## src/rtl/tictactoe_pkg.sv

```systemverilog
// Shared types for the tic-tac-toe board controller: FSM state encoding,
// error codes and the board bit-index helper.
package tictactoe_pkg;

  // State values double as the external status code.
  typedef enum logic [1:0] {
    ST_PLAY  = 2'd0,
    ST_CHECK = 2'd1,
    ST_WIN   = 2'd2,
    ST_DRAW  = 2'd3
  } state_e;

  localparam logic [1:0] ERR_NONE        = 2'd0;
  localparam logic [1:0] ERR_RANGE       = 2'd1;
  localparam logic [1:0] ERR_OCCUPIED    = 2'd2;
  localparam logic [1:0] ERR_NOT_PLAYING = 2'd3;

  localparam logic [3:0] MAX_MOVES = 4'd9;

  // P1 bit of cell (r,c); the P2 bit sits directly above it.
  function automatic logic [4:0] cell_idx(input logic [1:0] r, input logic [1:0] c);
    return {r, 3'b000} + {2'b00, c, 1'b0};
  endfunction

endpackage

```

## src/rtl/board_ctrl.sv

```systemverilog
// Tic-tac-toe board controller: validates moves, maintains the board image
// and sequences PLAY/CHECK/WIN/DRAW using an external win detector.
//
// state | meaning
// PLAY  | waiting for a move from the player given by turn
// CHECK | one cycle: sample gameover for the board just written
// WIN   | game over, turn holds the winner
// DRAW  | game over, board full with no winner
module board_ctrl
  import tictactoe_pkg::*;
(
  input  logic        clk,
  input  logic        rst,
  input  logic        new_game,
  input  logic        move_valid,
  input  logic [1:0]  move_row,
  input  logic [1:0]  move_col,
  input  logic [9:0]  gameover,
  output logic [31:0] mem,
  output logic        move_ready,
  output logic        move_ack,
  output logic        move_err,
  output logic [1:0]  err_code,
  output logic        turn,
  output logic [3:0]  move_count,
  output logic [1:0]  status
);

  state_e      state_q;
  logic [31:0] mem_q;
  logic [31:0] mem_d;
  logic        turn_q;
  logic [3:0]  count_q;
  logic        ack_q;
  logic        err_q;
  logic [1:0]  err_code_q;

  logic [4:0]  idx;
  logic        in_range;
  logic        occupied;

  // Line bits are informational only; the controller decides on bits 9:8.
  logic        gameover_lines_unused;
  assign gameover_lines_unused = |gameover[7:0];

  always_comb begin
    idx      = cell_idx(move_row, move_col);
    in_range = (move_row != 2'd3) && (move_col != 2'd3);
    occupied = mem_q[{idx[4:1], 1'b0}] | mem_q[{idx[4:1], 1'b1}];
    mem_d    = mem_q;
    mem_d[{idx[4:1], turn_q}] = 1'b1;
  end

  always_ff @(posedge clk or posedge rst) begin
    if (rst) begin
      state_q    <= ST_PLAY;
      mem_q      <= '0;
      turn_q     <= 1'b0;
      count_q    <= '0;
      ack_q      <= 1'b0;
      err_q      <= 1'b0;
      err_code_q <= ERR_NONE;
    end else begin
      ack_q <= 1'b0;
      err_q <= 1'b0;
      if (new_game) begin
        state_q    <= ST_PLAY;
        mem_q      <= '0;
        turn_q     <= 1'b0;
        count_q    <= '0;
        err_code_q <= ERR_NONE;
      end else begin
        case (state_q)
          ST_PLAY: begin
            if (move_valid) begin
              if (!in_range) begin
                err_q      <= 1'b1;
                err_code_q <= ERR_RANGE;
              end else if (occupied) begin
                err_q      <= 1'b1;
                err_code_q <= ERR_OCCUPIED;
              end else begin
                mem_q      <= mem_d;
                count_q    <= count_q + 4'd1;
                ack_q      <= 1'b1;
                err_code_q <= ERR_NONE;
                state_q    <= ST_CHECK;
              end
            end
          end
          ST_CHECK: begin
            if (move_valid) begin
              err_q      <= 1'b1;
              err_code_q <= ERR_NOT_PLAYING;
            end
            if (gameover[9]) begin
              state_q <= ST_WIN;
              turn_q  <= gameover[8];
            end else if (count_q == MAX_MOVES) begin
              state_q <= ST_DRAW;
            end else begin
              state_q <= ST_PLAY;
              turn_q  <= ~turn_q;
            end
          end
          ST_WIN, ST_DRAW: begin
            if (move_valid) begin
              err_q      <= 1'b1;
              err_code_q <= ERR_NOT_PLAYING;
            end
          end
          default: state_q <= ST_PLAY;
        endcase
      end
    end
  end

  assign mem        = mem_q;
  assign move_ready = (state_q == ST_PLAY);
  assign move_ack   = ack_q;
  assign move_err   = err_q;
  assign err_code   = err_code_q;
  assign turn       = turn_q;
  assign move_count = count_q;
  assign status     = state_q;

endmodule

```

## config.mk

```make
export PLATFORM = sky130hd
export DESIGN_NAME = board_ctrl
export DESIGN_NICKNAME = d
export VERILOG_FILES = /design/src/rtl/tictactoe_pkg.sv /design/src/rtl/board_ctrl.sv
export SDC_FILE = /design/constraint.sdc
export NUM_CORES = 1
export LEC_CHECK = 0
export ABC_AREA = 1
export CAP_MARGIN = 5
export CELL_PAD_IN_SITES_DETAIL_PLACEMENT = 1
export CELL_PAD_IN_SITES_GLOBAL_PLACEMENT = 1
export CORE_UTILIZATION = 34
export CTS_CLUSTER_DIAMETER = 60
export DETAILED_ROUTE_END_ITERATION = 6
export GPL_TIMING_DRIVEN = 0
export PLACE_DENSITY_LB_ADDON = 0.1
export SYNTH_ARGS = -nofsm -noshare
export SYNTH_HDL_FRONTEND = slang
export SYNTH_SLANG_ARGS = --single-unit
```

## constraint.sdc

```tcl
create_clock -name clk -period 2.1 [get_ports clk]
set_clock_uncertainty 0.15 [all_clocks]
set_input_delay 0.42 -clock clk [delete_from_list [all_inputs] [get_ports clk]]
set_output_delay 0.42 -clock clk [all_outputs]
set_load 0.05 [all_outputs]
```

* After elaboration in Yosys (flattened, before gate mapping) *
Cells that the tools add are included.

word-level totals
  bits in registers = 43
  latch bits = 0
  bits in writable memories = 0
  ROM bits = 0
  bits of input ports = 18
  output and inout port bits = 44
  memories kept = 0

cells by class
  add/subtract/negate cells = 2
  $mul = 0
  divide/modulo/power cells = 0
  order comparisons = 4
  equality and inequality tests = 12
  shifts and indexed selects = 0
  mux-type cells = 44
  bitwise operators = 3
  reduce and logical (&&, ||, !) cells = 13

operators by type and width
  cell                                                                                 number
  32-bit two-way mux                                                                   5
  32-bit OR                                                                            1
  2-bit two-way mux                                                                    11
  4-bit two-way mux                                                                    5
  5-bit by 6-bit less-than comparator with 1-bit output, second input constant         3
  1-bit two-way mux                                                                    17
  3-bit != test, second input constant                                                 3
  1-bit binary-select mux with 4-bit select                                            2
  2-bit case mux with 2 select lines                                                   2
  4-bit AND reduction                                                                  2
  2-bit nonzero test                                                                   4
  2-bit != test, second input constant                                                 3
  5-bit by 3-bit adder with 5-bit output                                               1
  1-bit demux with 5-bit select                                                        1
  5-bit by 1-bit greater-or-equal comparator with 1-bit output, second input constant  1
  4-bit by 1-bit adder with 4-bit output, second input constant                        1
  2-bit == test, second input constant                                                 2
  4-bit == test, second input constant                                                 1
  2-bit AND reduction                                                                  2
  3-bit by 1-bit != test with 1-bit output, second input constant                      1
  3-bit by 2-bit != test with 1-bit output, second input constant                      1
  3-bit nonzero test                                                                   1
  3-bit OR reduction                                                                   1
  2-bit by 1-bit == test with 1-bit output, second input constant                      1
  5 further kinds                                                                      6

* Longest topological paths before layout *
Gate-level depths: netlist of run 1.

  depth in word-level cells = 11
  gate-level depth with buffers = 13
  depth with buffers taken out = 13

* Least setup slack after synthesis of run 1 *
OpenSTA, ideal clock, no wires.

  path type = reg-to-reg
  from = register state_q[1] (netlist: status[1])
  to = register count_q[0] (netlist: move_count[0])
  data arrival time = 2.264 ns
  slack = -0.434 ns
  stages on the path, launching flop included = 8
  period minus slack after synthesis = 2.534 ns
  cells stage by stage = dfrtp_1 > nor2_1 > inv_1 > nor2_2 > nand4_1 > buf_2 > nand3_1 > nand2_1

on the way
  longest elaborated chain between the ends = 3

ends and longest elaborated chain
  what                           line              text
  start: declaration             board_ctrl.sv:29  state_e state_q;
  start signal: assignment       board_ctrl.sv:56  state_q <= ST_PLAY;
  start signal: assignment       board_ctrl.sv:67  state_q <= ST_PLAY;
  start signal: assignment       board_ctrl.sv:87  state_q <= ST_CHECK;
  2-bit zero test                n/a
  net move_ready                 board_ctrl.sv:20  output logic move_ready,
  2-bit nonzero test (no line)   n/a
  4-bit AND reduction (no line)  n/a
  end signal: assignment         board_ctrl.sv:84  count_q <= count_q + 4'd1;
  end: declaration               board_ctrl.sv:33  logic [3:0] count_q;

The timed path passes the listed nets, and every way through them passes these cells.
A chain may end at the register's enable or synchronous reset.

* Final worst setup path of run 1 *
  from = register mem_q[1] (netlist: mem[1])
  to = output port mem[1]

RTL lines
  what                      line              text
  start: declaration        board_ctrl.sv:30  logic [31:0] mem_q;
  start signal: assignment  board_ctrl.sv:83  mem_q <= mem_d;
  end: declaration          board_ctrl.sv:19  output logic [31:0] mem,

No word-level cell between the ends.

==> impl_metrics.json, run 1 <==
{
  "multi_input_area_mm2": 0.001070,
  "hpwl_um": 5303,
  "finalCriticalPeriod_ns": 2.056,
  "syn_inst": 342,
  "crit_arrival_ns": 1.49,
  "cp_max_fo": 3,
  "grt_pass1_wl_um": 11810,
  "ys.flop_type": "dfrtp_1",
  "endpoint_kind": "primary output",
  "gp_congestion": 0.7692,
  "yosys.area.top_type": "dfrtp_1",
  "synth-edff-count": 0,
  "final_util_pct": 47.92,
  "syn_area_per_cell_um2": 7.006,
  "drv_slew": 0,
  "met3_usage_pct": 2.887,
  "relSlewSlack_pct": 59.67,
  "fin_nets": 427,
  "worst_pin_slew_ns": 0.6050,
  "syn-cell-area_mm2": 0.002396,
  "outcome": "complete, no violations",
  "synth_seq_area_share_pct": 44.91,
  "cp.required_ns": 1.53,
  "min_period_over_period_pct": 97.92,
  "path_clk_slew_ns": 0.08,
  "timing.rr.start": "status[1]",
  "clock_latency_ns": 0.30,
  "setup_viol": 0,
  "crit_path_start_kind": "flop",
  "grt_util_met1_pct": 26.94,
  "ys_top_cells_by_area": "dfrtp_1 (45%), nand2_1 (18%), inv_1 (8.1%), nor2_1 (7.4%), nand4_1 (6.3%)",
  "fillCellCount": 870,
  "critical_path_class": "flop to primary output",
  "insertedDiodeCount": 0,
  "r2r_end": "mem[18]",
  "drt_pass1_iterations": 4,
  "wire_per_inst_um": 14.16,
  "vias": 2395,
  "port_buffers": 52,
  "fmax_mhz": 486.3,
  "power_mw": 1.795,
  "avgViaCountPerCell": 4.771,
  "top_usage_layer": "met2",
  "cts-htree-levels": 2,
  "crit_buf_inv": 1,
  "synth-async-reset-ratio_pct": 100.0,
  "hp-class": "primary input to asynchronous set/reset pin",
  "coreArea_mm2": 0.006794,
  "syn_nets": 362,
  "r2r_setup_slack_ns": 0.33,
  "yosysWarnings": 0,
  "synth-seq-cells": 43,
  "fp.dieArea_mm2": 0.007387,
  "maxCapViolations": 0,
  "area_delta_synth_final_pct": 35.87,
  "cts_tree": "built",
  "drc": 0,
  "grt.total_usage_pct": 20.53,
  "cpPeakStageDelay_ns": 0.81,
  "die_h_um": 85.95,
  "cts.sinks": 43,
  "grt-ovfl-total": 0,
  "grt_max_degree": 23,
  "drive_gt1_share_pct": 8.374,
  "place_area_mm2": 0.003072,
  "slowest_stage": "clkdlybuf4s50_1",
  "antenna_left": 0,
  "die_width_um": 85.95,
  "numCtsBuffers": 5,
  "hold_ws_ns": 0.3234,
  "rows": 30,
  "first_iter_violations": 108,
  "max-vdd-ir-drop_mv": 0.2164,
  "synth_cell_type_count": 28,
  "grt_pass1_vias": 2404,
  "fin_area_mm2": 0.003256,
  "power_leakage_nw": 1.815,
  "grt_antenna_before_repair": 0,
  "met2_usage_pct": 35.57,
  "fin_tns_setup_ns": 0,
  "pin_count": 62,
  "path_cells": "clkdlybuf4s50_1",
  "wirelength_um": 7109,
  "start_util_pct": 35.27,
  "report.final.hold_viol_count": 0,
  "register_area_mm2": 0.001076,
  "cts-root-buf": "clkbuf_8",
  "cts_buffer_depth": 2,
  "crit_family": "buffers and inverters",
  "r2r_cells": 6,
  "yosysTopAreaCellShare_pct": 44.91,
  "pwr_density_cell_mw_per_mm2": 551.3
}
area by class of cell:
type	count	area share, %
plain buffers	14	3.228
multi-input cells	230	32.86
clock buffers	6	2.229
flip-flops and latches	43	33.05
inverters	55	6.495
well taps	96	3.689
repair buffers	58	18.45
cells by family after synthesis:
kind of cell | synth area share [%]
AND/OR/NAND/NOR | 37.08
XOR/XNOR | 0.7312
flip-flops | 44.91
AO/OA/AOI/OAI | 4.126
buffers and inverters | 12.11
adder cells (fa/ha/maj) | 1.044
how the worst max path moves through the flow:
stage                     start             to  cells past startpoint
detailed placement  move_col[0]         mem[0]                     13
global placement    move_col[0]        mem[10]                      8
CTS                     mem[13]        mem[13]                      1
floorplan             status[1]  move_count[0]                      7
global route            mem[31]        mem[31]                      1
finish                   mem[1]         mem[1]                      1
where the power goes:
group          switching [mW]  internal [mW]
Clock                   0.285          0.223
Sequential             0.0203          0.847
Combinational           0.291          0.129
placed cells by master (no fill, tap or decap), drive strengths merged:
master	instances
nand2	114
inv	54
nor2	50
dfrtp	43
clkdlybuf4s50	31
nand4	24
nand3	21
buf	14
clkbuf	12
dlymetal6s2s	11
dlygate4sd2	10
a21oi	6
o21ai	5
ha	2
clkinv	1
nand3b	1
o211ai	1
o2111ai	1
xor2	1
o31ai	1
xnor2	1
a311oi	1
o21a	1
layer usage:
layer / wire, um / up-vias
met3: 212 / 6
met2: 3479 / 41
li1: - / 1190
met4: 68 / 0
met5: 0 / -
met1: 3349 / 1158
Yosys cell counts (2+ instances only):
cell        n
buf_2       3
nor2_2      3
inv_2       2
ha_1        2
o21ai_0     3
clkbuf_1    6
nand3_1    21
inv_1      52
buf_6       3
a21oi_1     6
dfrtp_1    43
nand4_1    24
nand2_1   113
nor2_1     47
through the flow:
step                      worst slack (ns)  instances
after floorplan                    0.04383        342
after global placement             -0.4454        490
after detailed placement           -0.4902        491
after CTS                         0.002524        499
after global routing             -0.001545        502
final                              0.04375        502
registers in the layout, indices dropped and copies added (netlist names):
name,cells
move_err,1
err_code,2
move_count,4
move_ack,1
status,2
turn,1
mem,32
repair_timing:
item	CTS	global route
endpoints found under the setup margin	33	31
gates resized for setup	19	20
pin swaps	1	2
buffers inserted	2	3
hold buffers	0	0
(Power assumes the default switching activity.)
==> run 2: changes to the inputs <==
- CORE_MARGIN: unset -> 2
==> run 2 against run 1 <==
Compared with the run above: via count increased by 1.0%; worst setup slack got worse by 0.0036 ns; core utilization increased by 0.99 points; first-iteration DRC count unchanged; sequential power about the same; worst hold slack got worse by 0.0084 ns; clock power increased by 16%; combinational power increased by 2%; register-to-register slack got worse by 0.16 ns; global-route usage decreased by 0.50 points; clock-buffer cell count increased by 2; sequential cell count unchanged; largest cell class is now multi-input gates; largest power group unchanged.
==> impl_metrics.json, run 2 (synthesis results as in run 1) <==
{
  "fin_tns_setup_ns": 0,
  "grt.total_usage_pct": 20.03,
  "cp.required_ns": 1.53,
  "gp_congestion": 0.7844,
  "area_delta_synth_final_pct": 38.69,
  "cts-htree-levels": 2,
  "cts.sinks": 43,
  "grt_max_degree": 23,
  "port_buffers": 52,
  "worst_slack_ns": 0.04016,
  "coreArea_mm2": 0.006794,
  "avgViaCountPerCell": 4.800,
  "die_h_um": 87.95,
  "rsz0062_at_grt": "no",
  "finalCriticalPeriod_ns": 2.060,
  "outcome": "complete, no violations",
  "cts-root-buf": "clkbuf_8",
  "p_comb_share_pct": 22.7,
  "power_leakage_nw": 1.958,
  "critical_path_class": "flop to primary output",
  "grt_pass1_wl_um": 12010,
  "clkPwrFrac_pct": 31.2,
  "vias": 2419,
  "cts_tree": "built",
  "drive_gt1_share_pct": 10.05,
  "wire_per_inst_um": 14.82,
  "fillCellCount": 868,
  "hold_ws_ns": 0.3150,
  "path_cells": "clkdlybuf4s50_1",
  "fmax_mhz": 485.5,
  "grt_pass1_vias": 2451,
  "final_util_pct": 48.91,
  "crit_family": "buffers and inverters",
  "intPower_mw": 1.278,
  "final_common_cell": "nand2_1",
  "wirelength_um": 7468,
  "start_util_pct": 35.27,
  "switching_share_pct": 32.09,
  "crit_arrival_ns": 1.49,
  "hp-class": "primary input to asynchronous set/reset pin",
  "maxCapViolations": 0,
  "final_cell_mix": "nand2_1 (109), inv_1 (50), dfrtp_1 (43), nor2_1 (42)",
  "fin_nets": 427,
  "dpl_worst_slack_ns": -0.4804,
  "cp_max_fo": 3,
  "setup_viol": 0,
  "clock_latency_ns": 0.30,
  "largest_register_ffs": 32,
  "fp.dieArea_mm2": 0.007734,
  "cpPeakStageDelay_ns": 0.81,
  "endpoint_kind": "primary output",
  "crit_path_start_kind": "flop",
  "rows": 30,
  "power_switching_mw": 0.6040,
  "max-vdd-ir-drop_mv": 0.2616,
  "grt-ovfl-total": 0,
  "relSlewSlack_pct": 60.77,
  "drc": 0,
  "numCtsBuffers": 5,
  "report.final.hold_viol_count": 0,
  "insertedDiodeCount": 0,
  "path_clk_slew_ns": 0.08,
  "p_seq_share_pct": 46.0,
  "slowest_stage": "clkdlybuf4s50_1",
  "drt_pass1_iterations": 4,
  "cts_buffer_depth": 2,
  "drv_slew": 0,
  "antenna_left": 0,
  "crit_buf_inv": 1,
  "pwr_density_cell_mw_per_mm2": 566.4,
  "min_period_over_period_pct": 98.09,
  "first_iter_violations": 108,
  "pin_count": 62,
  "die_width_um": 87.95,
  "worst_pin_slew_ns": 0.5884,
  "power_mw": 1.882,
  "grt_antenna_before_repair": 0,
  "hpwl_um": 5501
}
==> run 2: cell types whose count changed in the layout (fill, tap and decap cells not counted), sizes merged <==
cell	before	now
clkbuf	12	16
clkdlybuf4s50	31	24
dlymetal6s2s	11	17
buf	14	13
==> run 2: what timing repair did <==
| item | 4_1_cts | 5_1_grt |
|---|---|---|
| setup endpoints to repair | 32 | 37 |
| hold buffers | 0 | 0 |
| cloned | 0 | 2 |
| setup buffers | 2 | 1 |
| gates resized for setup | 21 | 33 |
| pin swaps | 0 | 2 |
==> run 2: path summary, 6_finish.rpt <==
check	from	end	slack, ns	cells past startpoint
hold / removal	rst	mem[26]	0.31	2
max in group asynchronous	rst	mem[3]	0.99	3
hold reg to reg	err_code[0]	err_code[0]	0.35	2
setup / recovery	mem[11]	mem[11]	0.04	1
min in group clk	err_code[0]	err_code[0]	0.35	2
setup reg to reg	status[1]	mem[2]	0.17	7
==> run 2: power groups by stage <==
stage	clock [mW]	combinational, mW	sequential, mW
after floorplan	0	0.193	0.951
after global placement	0	0.388	0.884
after detailed placement	0	0.402	0.885
after CTS	0.610	0.409	0.868
after global routing	0.643	0.466	0.870
final	0.588	0.428	0.867
==> run 2: area by class of cell <==
type | instances | area (um2) | area share, %
inverters | 55 | 211.5 | 6.363
repair buffers | 58 | 631.9 | 19.01
clock buffers | 8 | 100.1 | 3.012
flip-flops and latches | 43 | 1076 | 32.38
plain buffers | 14 | 106.4 | 3.200
multi-input cells | 230 | 1077 | 32.42
well taps | 96 | 120.1 | 3.614
==> run 2: per-layer routing <==
layer	up-vias	wire, um	global-route usage [%]	part of all wire, %
met5	-	0	0	0
met4	0	95	5.315	1.3
met3	8	191	3.299	2.6
met2	35	3790	34.30	51
met1	1184	3391	26.24	45
li1	1192	-	-	-
==> run 2: stage by stage <==
| step | area (um2) | instances |
|---|---|---|
| after floorplan | 2404 | 342 |
| after global placement | 3044 | 490 |
| after detailed placement | 3072 | 491 |
| after CTS | 3203 | 501 |
| after global routing | 3323 | 504 |
| final | 3323 | 504 |
==> run 3: changes to the inputs <==
- CORE_UTILIZATION: 34 -> 30
==> run 3 against run 2 <==
Compared with the run above: sequential share of layout area up 1.0 points; sequential power about the same; worst setup slack worse by 0.0043 ns; sequential cell count unchanged; cell count up 0.40%; combinational power down 4%; maximum frequency down 0.21%; clock power down 11%; routed wire length down 3.1%.
==> impl_metrics.json, run 3 (synthesis results as in run 1) <==
{
  "max-vdd-ir-drop_mv": 0.3173,
  "start_util_pct": 31.01,
  "gp_congestion": 0.7887,
  "grt_antenna_before_repair": 0,
  "power_leakage_nw": 1.815,
  "r2r_cells": 6,
  "cts-root-buf": "clkbuf_8",
  "clock_latency_ns": 0.30,
  "outcome": "complete, no violations",
  "power_mw": 1.802,
  "grt_max_degree": 29,
  "cts-htree-levels": 2,
  "rows": 32,
  "drt_pass1_iterations": 4,
  "fmax_mhz": 484.5,
  "cpPeakStageDelay_ns": 0.81,
  "port_buffers": 52,
  "met3_usage_pct": 2.498,
  "antenna_left": 0,
  "die_h_um": 93.37,
  "crit_path_start_kind": "flop",
  "grt-ovfl-total": 0,
  "met2_usage_pct": 29.38,
  "setup_viol": 0,
  "report.final.hold_viol_count": 0,
  "worst_slack_ns": 0.03590,
  "min_period_over_period_pct": 98.29,
  "pin_count": 62,
  "insertedDiodeCount": 0,
  "drv_slew": 0,
  "fin_area_mm2": 0.003222,
  "slowest_stage": "clkdlybuf4s50_1",
  "grt_util_met1_pct": 24.43,
  "worst_pin_slew_ns": 0.6022,
  "endpoint_kind": "primary output",
  "cts.sinks": 43,
  "pwr_density_cell_mw_per_mm2": 559.3,
  "cts_tree": "built",
  "cp_max_fo": 3,
  "cts_buffer_depth": 2,
  "crit_family": "buffers and inverters",
  "coreArea_mm2": 0.007727,
  "wirelength_um": 7235,
  "final_cell_mix": "nand2_1 (112), inv_1 (51), nor2_1 (43), dfrtp_1 (43), clkdlybuf4s50_1 (28)",
  "finalCriticalPeriod_ns": 2.064,
  "path_clk_slew_ns": 0.09,
  "grt.total_usage_pct": 17.95,
  "die_width_um": 93.37,
  "crit_arrival_ns": 1.49,
  "grt_pass1_wl_um": 12290,
  "dpl_worst_slack_ns": -0.5443,
  "postCtsHoldBufs": 0,
  "relSlewSlack_pct": 59.85,
  "crit_buf_inv": 1,
  "largest_register_ffs": 32,
  "hpwl_um": 5447,
  "critical_path_class": "flop to primary output",
  "fillCellCount": 983,
  "final_common_cell": "nand2_1",
  "path_cells": "clkdlybuf4s50_1",
  "area_delta_synth_final_pct": 34.46,
  "place_area_mm2": 0.003072,
  "maxCapViolations": 0,
  "vias": 2391,
  "fin_tns_setup_ns": 0,
  "rsz0062_at_grt": "no",
  "drc": 0,
  "numCtsBuffers": 5,
  "first_iter_violations": 78,
  "fin_nets": 423,
  "top_usage_layer": "met2",
  "drive_gt1_share_pct": 7.673,
  "hp-class": "primary input to asynchronous set/reset pin",
  "fp.dieArea_mm2": 0.008718,
  "avgViaCountPerCell": 4.725,
  "path_depth": 1,
  "cp.required_ns": 1.53,
  "wire_per_inst_um": 14.30,
  "grt_pass1_vias": 2481
}
run 3: changes by cell type in the layout (fill, tap and decap cells not counted), sizes merged:
| cell | previous run | this run |
|---|---|---|
| dlymetal6s2s | 17 | 11 |
| clkdlybuf4s50 | 24 | 28 |
| buf | 13 | 10 |
| clkbuf | 16 | 14 |
| dlygate4sd2 | 10 | 12 |
| inv | 54 | 55 |
run 3: layout make-up:
class / count / area [um2] / share of cell area, %
buffer: 14 / 100.1 / 3.107
multi-input combinational: 230 / 1067 / 33.13
timing repair buffer: 54 / 555.5 / 17.24
inverter: 55 / 214.0 / 6.641
tap: 102 / 127.6 / 3.961
sequential: 43 / 1076 / 33.40
clock inverter: 1 / 5.005 / 0.1553
clock buffer: 7 / 76.32 / 2.369
run 3: repair_timing:
| action | 4_1_cts | 5_1_grt |
|---|---|---|
| buffers inserted | 0 | 1 |
| resized for setup | 23 | 20 |
| setup endpoints to repair | 37 | 32 |
| pin swaps | 1 | 4 |
| cloned | 0 | 0 |
run 3: through the flow:
step / hold slack, ns / utilization [%] / instances
finish: 0.2703 / 41.69 / 506
global placement: 0.3232 / 39.49 / 496
floorplan: 0.4328 / - / 342
global route: 0.2998 / 41.69 / 506
CTS: 0.2761 / 41.03 / 505
detailed placement: 0.3347 / 39.75 / 497
run 3: layer usage:
layer,wire [um],vias to the layer above
met2,3471,48
met5,0,-
met1,3449,1150
li1,-,1184
met4,101,0
met3,212,9
run 3: final timing paths:
path | endpoint | slack [ns] | startpoint
setup / recovery | mem[27] | 0.04 | mem[27]
hold / removal | move_count[1] | 0.27 | rst
setup reg to reg | mem[11] | 0.27 | status[1]
hold reg to reg | err_code[1] | 0.35 | err_code[1]
max in group asynchronous | mem[16] | 1.06 | rst
min in group clk | err_code[1] | 0.35 | err_code[1]
run 3: power by group:
group / total (mW) / switching (mW) / internal, mW
sequential: 0.868 / 0.0216 / 0.847
clock: 0.525 / 0.291 / 0.234
combinational: 0.409 / 0.290 / 0.119
